--- config.mk ---
export PLATFORM = sky130hd
export DESIGN_NAME = lane_credit_arbiter
export DESIGN_NICKNAME = d
export VERILOG_FILES = /design/src/rtl/lane_credit_arbiter.sv
export SDC_FILE = /design/constraint.sdc
export NUM_CORES = 1
export LEC_CHECK = 0
export ABC_AREA = 1
export ABC_CLOCK_PERIOD_IN_PS = 3000
export CAP_MARGIN = 30
export CORE_MARGIN = 2
export CORE_UTILIZATION = 45
export DETAILED_ROUTE_END_ITERATION = 8
export PLACE_DENSITY = 0.8
export SETUP_SLACK_MARGIN = 0.5
export SKIP_CTS_REPAIR_TIMING = 1
export SLEW_MARGIN = 15
export SYNTH_ARGS = -nofsm -noshare
export SYNTH_HDL_FRONTEND = slang
export SYNTH_SLANG_ARGS = --single-unit
--- constraint.sdc ---
create_clock -name i_clk -period 3 [get_ports i_clk]
set_input_delay 0.6 -clock i_clk [delete_from_list [all_inputs] [get_ports i_clk]]
set_output_delay 0.6 -clock i_clk [all_outputs]
set_load 0.005 [all_outputs]
--- src/rtl/lane_credit_arbiter.sv ---
// lane_credit_arbiter: round-robin, credit-gated arbiter sharing one egress lane between two FWFT ingress FIFOs.
module lane_credit_arbiter #(
  parameter int DATA_SIZE = 10,
  parameter int CREDITS   = 4,
  parameter int BURST     = 4,
  parameter int CW        = $clog2(CREDITS + 1)
) (
  input  logic                 i_clk,
  input  logic                 i_rst_n,
  input  logic                 i_empty0,
  input  logic                 i_empty1,
  input  logic [DATA_SIZE-1:0] i_data0,
  input  logic [DATA_SIZE-1:0] i_data1,
  input  logic                 i_credit_in,
  output logic                 o_pop0,
  output logic                 o_pop1,
  output logic                 o_valid_out,
  output logic [DATA_SIZE-1:0] o_data_out,
  output logic [CW-1:0]        o_credits,
  output logic                 o_stall,
  output logic                 o_err_credit
);
  localparam int BW = $clog2(BURST + 1);
  typedef enum logic [1:0] {IDLE, SERVE0, SERVE1} state_t;
  state_t        r_state;
  logic          r_last;
  logic [BW-1:0] r_burst;
  logic          w_e0, w_e1, w_can, w_cont, w_lane, w_send;
  logic [BW-1:0] w_nb;
  assign w_e0   = !i_empty0;
  assign w_e1   = !i_empty1;
  assign w_can  = o_credits != '0;
  // In SERVE states r_last always names the lane being served, so it doubles as the current lane.
  assign w_cont = (r_state != IDLE) && (r_last ? w_e1 : w_e0) && (r_burst < BW'(BURST - 1));
  assign w_lane = w_cont ? r_last : ((r_last ? w_e0 : w_e1) ? !r_last : r_last);
  assign w_send = i_rst_n && w_can && (w_e0 || w_e1);
  assign w_nb   = w_cont ? r_burst + BW'(1) : '0;
  assign o_pop0 = w_send && !w_lane;
  assign o_pop1 = w_send && w_lane;
  always_ff @(posedge i_clk or negedge i_rst_n) begin
    if (!i_rst_n) begin
      o_valid_out  <= 1'b0;
      o_data_out   <= '0;
      o_credits    <= CW'(CREDITS);
      o_stall      <= 1'b0;
      o_err_credit <= 1'b0;
      r_state      <= IDLE;
      r_last       <= 1'b1;
      r_burst      <= '0;
    end else begin
      o_stall     <= (w_e0 || w_e1) && !w_can;
      o_valid_out <= w_send;
      if (w_send) begin
        o_data_out <= w_lane ? i_data1 : i_data0;
        r_last     <= w_lane;
        r_state    <= w_lane ? SERVE1 : SERVE0;
        r_burst    <= w_nb;
      end else begin
        r_state <= IDLE;
        r_burst <= '0;
      end
      if (o_credits == CW'(CREDITS) && i_credit_in && !w_send)
        o_err_credit <= 1'b1;
      else
        o_credits <= o_credits - CW'(w_send) + CW'(i_credit_in);
    end
  end
endmodule

==> results of run 1 <==
[metal layers]
metal / share of wire (%) / up-vias / global-route usage (%)
li1: - / 483 / -
met1: 39 / 472 / 23.0
met2: 55 / 24 / 37.9
met3: 2.7 / 8 / 2.26
met4: 3.1 / 0 / 12.4
met5: 0 / - / 0
[layout make-up]
cell class | instances | share of cell area (%)
multi-input cells | 79 | 28.1
flip-flops and latches | 22 | 35.2
well taps | 28 | 2.23
repair buffers | 48 | 29.8
inverters | 10 | 2.39
clock buffers | 4 | 2.31
[power breakdown]
| group | internal (mW) | total [mW] | switching [mW] |
|---|---|---|---|
| Sequential | 0.423 | 0.504 | 0.0807 |
| Clock | 0.0739 | 0.158 | 0.0836 |
| Combinational | 0.368 | 0.672 | 0.304 |
[registers in the layout, summed over array words and instances (netlist names)]
signal        cells
o_data_out       10
o_credits         3
r_burst           3
r_state           2
o_err_credit      1
o_stall           1
o_valid_out       1
r_last            1
[cells in the final DEF (no fill, tap or decap), types with 2 or more instances in the layout]
cell type	instances
dfstp_2	2
nand3_1	21
o21ai_1	2
ha_1	2
or2_2	2
dfrtp_1	20
clkbuf_4	3
nand4_1	11
inv_1	8
nor2_1	11
nand2_2	3
inv_2	2
nor2_2	2
nand2_1	18
buf_4	6
clkdlybuf4s50_1	41
[worst register-to-register path, cell delays in order, from the launching register on]
cell	delay (ns)
dfstp_2	0.59
inv_2	0.06
a21oi_4	0.15
buf_4	0.28
xor2_1	0.19
ha_1	0.16
inv_1	0.05
fa_1	0.37
or2_2	0.30
nand3_1	0.08
[metrics by stage]
step           instances  hold WS (ns)
2_1_floorplan        117         0.304
6_report             191         0.477
3_3_place_gp         187         0.446
4_1_cts              191         0.483
5_1_grt              191         0.505
3_5_place_dp         187         0.455
[cell usage after synthesis]
cell type  number  area [sq um]
nand3_1        21           105
dfrtp_1        20           500
nand2_1        18          67.6
nor2_1         12          45.0
nand4_1        11          68.8
inv_1           8          30.0
buf_6           5          56.3
nand2_2         3          18.8
dfstp_2         2          52.6
ha_1            2          25.0
inv_2           2          7.51
o21ai_1         2          10.0
or2_2           2          12.5
a21oi_1         1          5.00
a21oi_4         1          16.3
and3_2          1          7.51
clkbuf_4        1          7.51
fa_1            1          20.0
nand3_2         1          10.0
nor2_2          1          6.26
xnor2_1         1          8.76
xor2_1          1          8.76
[worst max path at each step]
stage / endpoint / cells past startpoint / slack (ns)
2_1_floorplan: o_credits[2]$_DFFE_PN1N_ / 10 / 0.80
3_3_place_gp: o_pop0 / 7 / 0.22
3_5_place_dp: o_pop0 / 7 / 0.13
4_1_cts: o_pop0 / 7 / 0.13
5_1_grt: o_pop0 / 7 / 0.12
6_report: o_pop0 / 7 / 0.24
[logic make-up after synthesis]
kind of cell / after synthesis / synth area share (%)
fa+ha+maj: 3 / 4.13
compound gates: 4 / 2.87
flops: 22 / 50.7
xor+xnor: 2 / 1.61
buf+inv: 16 / 9.30
simple gates: 70 / 31.3
==> out/metrics.yaml, run 1 <==
status: "finished clean"
whs_path_depth: 1
holdPathEnd: "o_err_credit$_DFFE_PN0P_"
io_buffers: 42
seqCellArea_sq_um: 553
startpoint_type: "input pin"
drv_slew: 0
fillers: 186
cts.sinks: 22
power_mw: 1.33
n_antenna_cell: 0
yosysWarnings: 0
cpPeakStageDelay_ns: 0.53
critPathLaunch: "i_empty0"
routed_wl_microns: 2520
power_density_nw_per_um2: 849
pre_cts_slack_ns: 0.129
path_common_cell: "clkdlybuf4s50_1"
avgRoutedWirePerCell_microns: 13.2
reg2reg_to: "o_credits[2]$_DFFE_PN1N_"
grt-ovfl-total: 0
ios: 43
first_pass_iters: 4
start_util_pct: 48.3
hp-start: "o_err_credit$_DFFE_PN0P_"
fin_skew_ns: 0.00114
synth_cells: 117
cp_top_family: "buffers and inverters"
finalHoldViolations: 0
ys_seq_area_share_pct: 50.7
cts.path.max_buffers: 2
path_buf_inv: 3
die_x_microns: 53.2
cap_violations: 0
postRouteAntennaNets: 0
root_buffer: "clkbuf_4"
drc: 0
h-tree-depth: 1
routed_via_density: 5.17
vias: 987
cts_buffers: 3
final_area_sq_um: 1570
netlist_area_sq_um: 1090
grt_setup_unrepaired: "true"
fin_crit_sh_pct: 92.1
track_usage_pct: 20.9
required_ns: 2.40
final_util_pct: 69.7
yosys.cell_types.count: 22
fp.dieH_microns: 53.2
synth_area_per_cell_sq_um: 9.31
hold_class: "flip-flop to flip-flop"
routabilityCongestion: 0.768
setup_slack_ns: 0.237
fmax_mhz: 362
core_sq_um: 2250
setup_tns_ns: 0
grt_pass1_vias: 1021
critical_path_class: "input pin to output pin"
critPathSlowestCell: "clkdlybuf4s50_1"
drive_gt1_share_pct: 15.3
cts_tree: "done"
die_area_sq_um: 2830
syn_to_final_growth_pct: 44.2
worst_pin_slew_ns: 0.286
final.min_clock_period_ns: 2.76
slew_headroom_pct: 80.9
reg2reg_slack_ns: 0.72
drt_iter0_drc: 19
dpl_cell_area_sq_um: 1530
rows: 17
fin_nets: 192
r2r-start: "o_credits[2]$_DFFE_PN1N_"
multi_input_area_sq_um: 442
max-vdd-ir-drop_mv: 0.556
path_clk_slew_ns: 0.11
clk_latency_ns: 0.29
worstRegToRegCells: 9
antenna_found_initial: 0
dpl.hpwl_microns: 2000
leakagePower_nw: 0.727
synth_fp_nets: 145
grt_pass1_wl_microns: 4240
path_cells: "clkdlybuf4s50_1 > nand2_1 > nand2_2 > a21oi_4 > inv_2 > a21oi_2 > clkdlybuf4s50_1"
ys_ff_latch: 22
worst-path-max-fanout: 8
setup_viol: 0
grt_max_degree: 25
cp.arrival_ns: 2.16
end_kind: "output pin"
Note: power is estimated with default switching activity, not from simulation.
==> run 2: changes to the inputs <==
Settings changed: ABC_CLOCK_PERIOD_IN_PS 3000 to 2500, CORE_UTILIZATION 45 to 38, PLACE_DENSITY 0.8 to default, PLACE_DENSITY_LB_ADDON from default to 0.25.
Clock period 3 ns to 2.5 ns, I/O delays scaled along.
==> out/metrics.yaml, run 2 (synthesis results as in run 1) <==
required_ns: 2.00  # was 2.40 ns
clk_latency_ns: 0.30  # was 0.29 ns
status: "finished clean"  # unchanged
setup_viol: 0  # unchanged
setup_slack_ns: 0.507  # was 0.237 ns
n_antenna_cell: 0  # unchanged
setup_tns_ns: 0  # unchanged
startpoint_type: "flip-flop"  # was input pin
pre_cts_slack_ns: -0.103  # was 0.129 ns
placed_cells: 194  # was 187
max-vdd-ir-drop_mv: 0.816  # was 0.556 mV
cp.arrival_ns: 1.49  # was 2.16 ns
first_pass_iters: 4  # unchanged
instances_no_fill: 200  # was 191
core_sq_um: 2730  # was 2250 sq um
antenna_found_initial: 0  # unchanged
postRouteAntennaNets: 0  # unchanged
worstRegToRegCells: 9  # unchanged
layout_commonest_cell: "clkdlybuf4s50_1"  # unchanged
hold_class: "input pin to asynchronous set/reset pin"  # was flip-flop to flip-flop
fp.dieH_microns: 57.6  # was 53.2 microns
worst-path-max-fanout: 5  # was 8
slew_headroom_pct: 80.8  # was 80.9%
fmax_mhz: 502
cts.path.max_buffers: 2  # unchanged
fin_nets: 198  # was 192
root_buffer: "clkbuf_4"  # unchanged
whs_ns: 0.268  # was 0.477 ns
grt_pass1_wl_microns: 4470  # was 4240 microns
cap_violations: 0  # unchanged
fin_crit_sh_pct: 79.7
reg.largest.list: "o_data_out (10), o_credits (3), r_burst (3)"  # unchanged
cts.sinks: 22  # unchanged
ios: 43  # unchanged
grt_setup_unrepaired: "true"  # unchanged
grt_pass1_vias: 1055  # was 1021
fin_skew_ns: 0.00195  # was 0.00114 ns
final.min_clock_period_ns: 1.99
cts_tree: "done"  # unchanged
drive_gt1_share_pct: 26.0  # was 15.3%
cts_buffers: 3  # unchanged
critical_path_class: "flip-flop to output pin"  # was input pin to output pin
track_usage_pct: 17.3  # was 20.9%
largest_reg_flops: 10  # unchanged
dpl_cell_area_sq_um: 1590  # was 1530 sq um
path_clk_slew_ns: 0.13  # was 0.11 ns
drv_slew: 0  # unchanged
end_kind: "output pin"  # unchanged
drt_iter0_drc: 19  # unchanged
die_x_microns: 57.6  # was 53.2 microns
grt-ovfl-total: 0  # unchanged
layout_common_cells: "clkdlybuf4s50_1 (37), nand3_1 (20), dfrtp_1 (19)"  # was clkdlybuf4s50_1 (41), nand3_1 (21), dfrtp_1 (20)
rows: 19  # was 17
finalHoldViolations: 0  # unchanged
top_register: "o_data_out"  # unchanged
syn_to_final_growth_pct: 53.6  # was 44.2%
worst_pin_slew_ns: 0.288  # was 0.286 ns
h-tree-depth: 1  # unchanged
io_buffers: 42  # unchanged
routed_wl_microns: 2770  # was 2520 microns
power_density_nw_per_um2: 1020  # was 849 nW/um^2
start_util_pct: 39.9  # was 48.3%
vias: 1017  # was 987
final_area_sq_um: 1670  # was 1570 sq um
grt_max_degree: 23  # was 25
dpl.hpwl_microns: 2060  # was 2000 microns
drc: 0  # unchanged
avgRoutedWirePerCell_microns: 13.9  # was 13.2 microns
routed_via_density: 5.09  # was 5.17
leakagePower_nw: 0.798  # was 0.727 nW
die_area_sq_um: 3310  # was 2830 sq um
routabilityCongestion: 0.712  # was 0.768
==> run 2: cell count changes in the layout (fill, tap and decap cells not counted), moves of 2 or more <==
cell / previous run / this run
o21ai_2: 0 / 2
nand2_4: 0 / 2
buf_4: 6 / 12
inv_2: 2 / 4
nand2_1: 18 / 16
dlymetal6s2s_1: 1 / 4
clkdlybuf4s50_1: 41 / 37
inv_1: 8 / 6
o21ai_1: 2 / 0
==> run 2: metal layers <==
layer	wire length [microns]	vias up	track usage [%]
li1	-	490	-
met1	1150	500	21.9
met2	1480	25	30.4
met3	131	2	2.95
met4	17	0	4.98
met5	0	-	0
==> run 2: worst max-delay path, cell delays in order (launching register included) <==
cell and delay (ns):
dfstp_2 0.62, nand2_2 0.07, o21ai_2 0.06, nand2_1 0.08, nand2_2 0.10, nand2_2 0.06, nor2_2 0.09, clkbuf_2 0.12
==> run 2: worst paths after layout <==
check,from,to,slack (ns)
worst max-delay path,r_last$_DFFE_PN1P_,o_pop1,0.51
max in group asynchronous,i_rst_n,o_credits[2]$_DFFE_PN1N_,1.95
worst min register to register,r_burst[0]$_DFF_PN0_,r_burst[0]$_DFF_PN0_,0.49
worst max register to register,o_credits[2]$_DFFE_PN1N_,o_credits[2]$_DFFE_PN1N_,0.54
min in group i_clk,r_burst[0]$_DFF_PN0_,r_burst[0]$_DFF_PN0_,0.49
worst min-delay path,i_rst_n,r_state[0]$_DFF_PN0_,0.27
==> run 2: layout make-up <==
class	count	area (sq um)
Fill cell	257	1060
Sequential cell	22	554
Timing Repair Buffer	54	515
Multi-Input combinational cell	79	492
Tap cell	31	38.8
Inverter	10	37.5
Clock buffer	4	36.3
==> run 2: metrics by stage <==
step / total power [mW] / utilization (%)
6_report: 1.71 / 61.2
5_1_grt: 1.85 / 61.2
4_1_cts: 1.68 / 59.3
3_5_place_dp: 1.48 / 58.0
3_3_place_gp: 1.44 / 58.0
2_1_floorplan: 1.07 / -
==> run 2: where the power goes <==
part | internal, mW | leakage (nW) | switching, mW | total (mW)
clock | 0.0888 | 0.0210 | 0.109 | 0.198
combinational | 0.498 | 0.506 | 0.401 | 0.898
sequential | 0.509 | 0.272 | 0.106 | 0.616
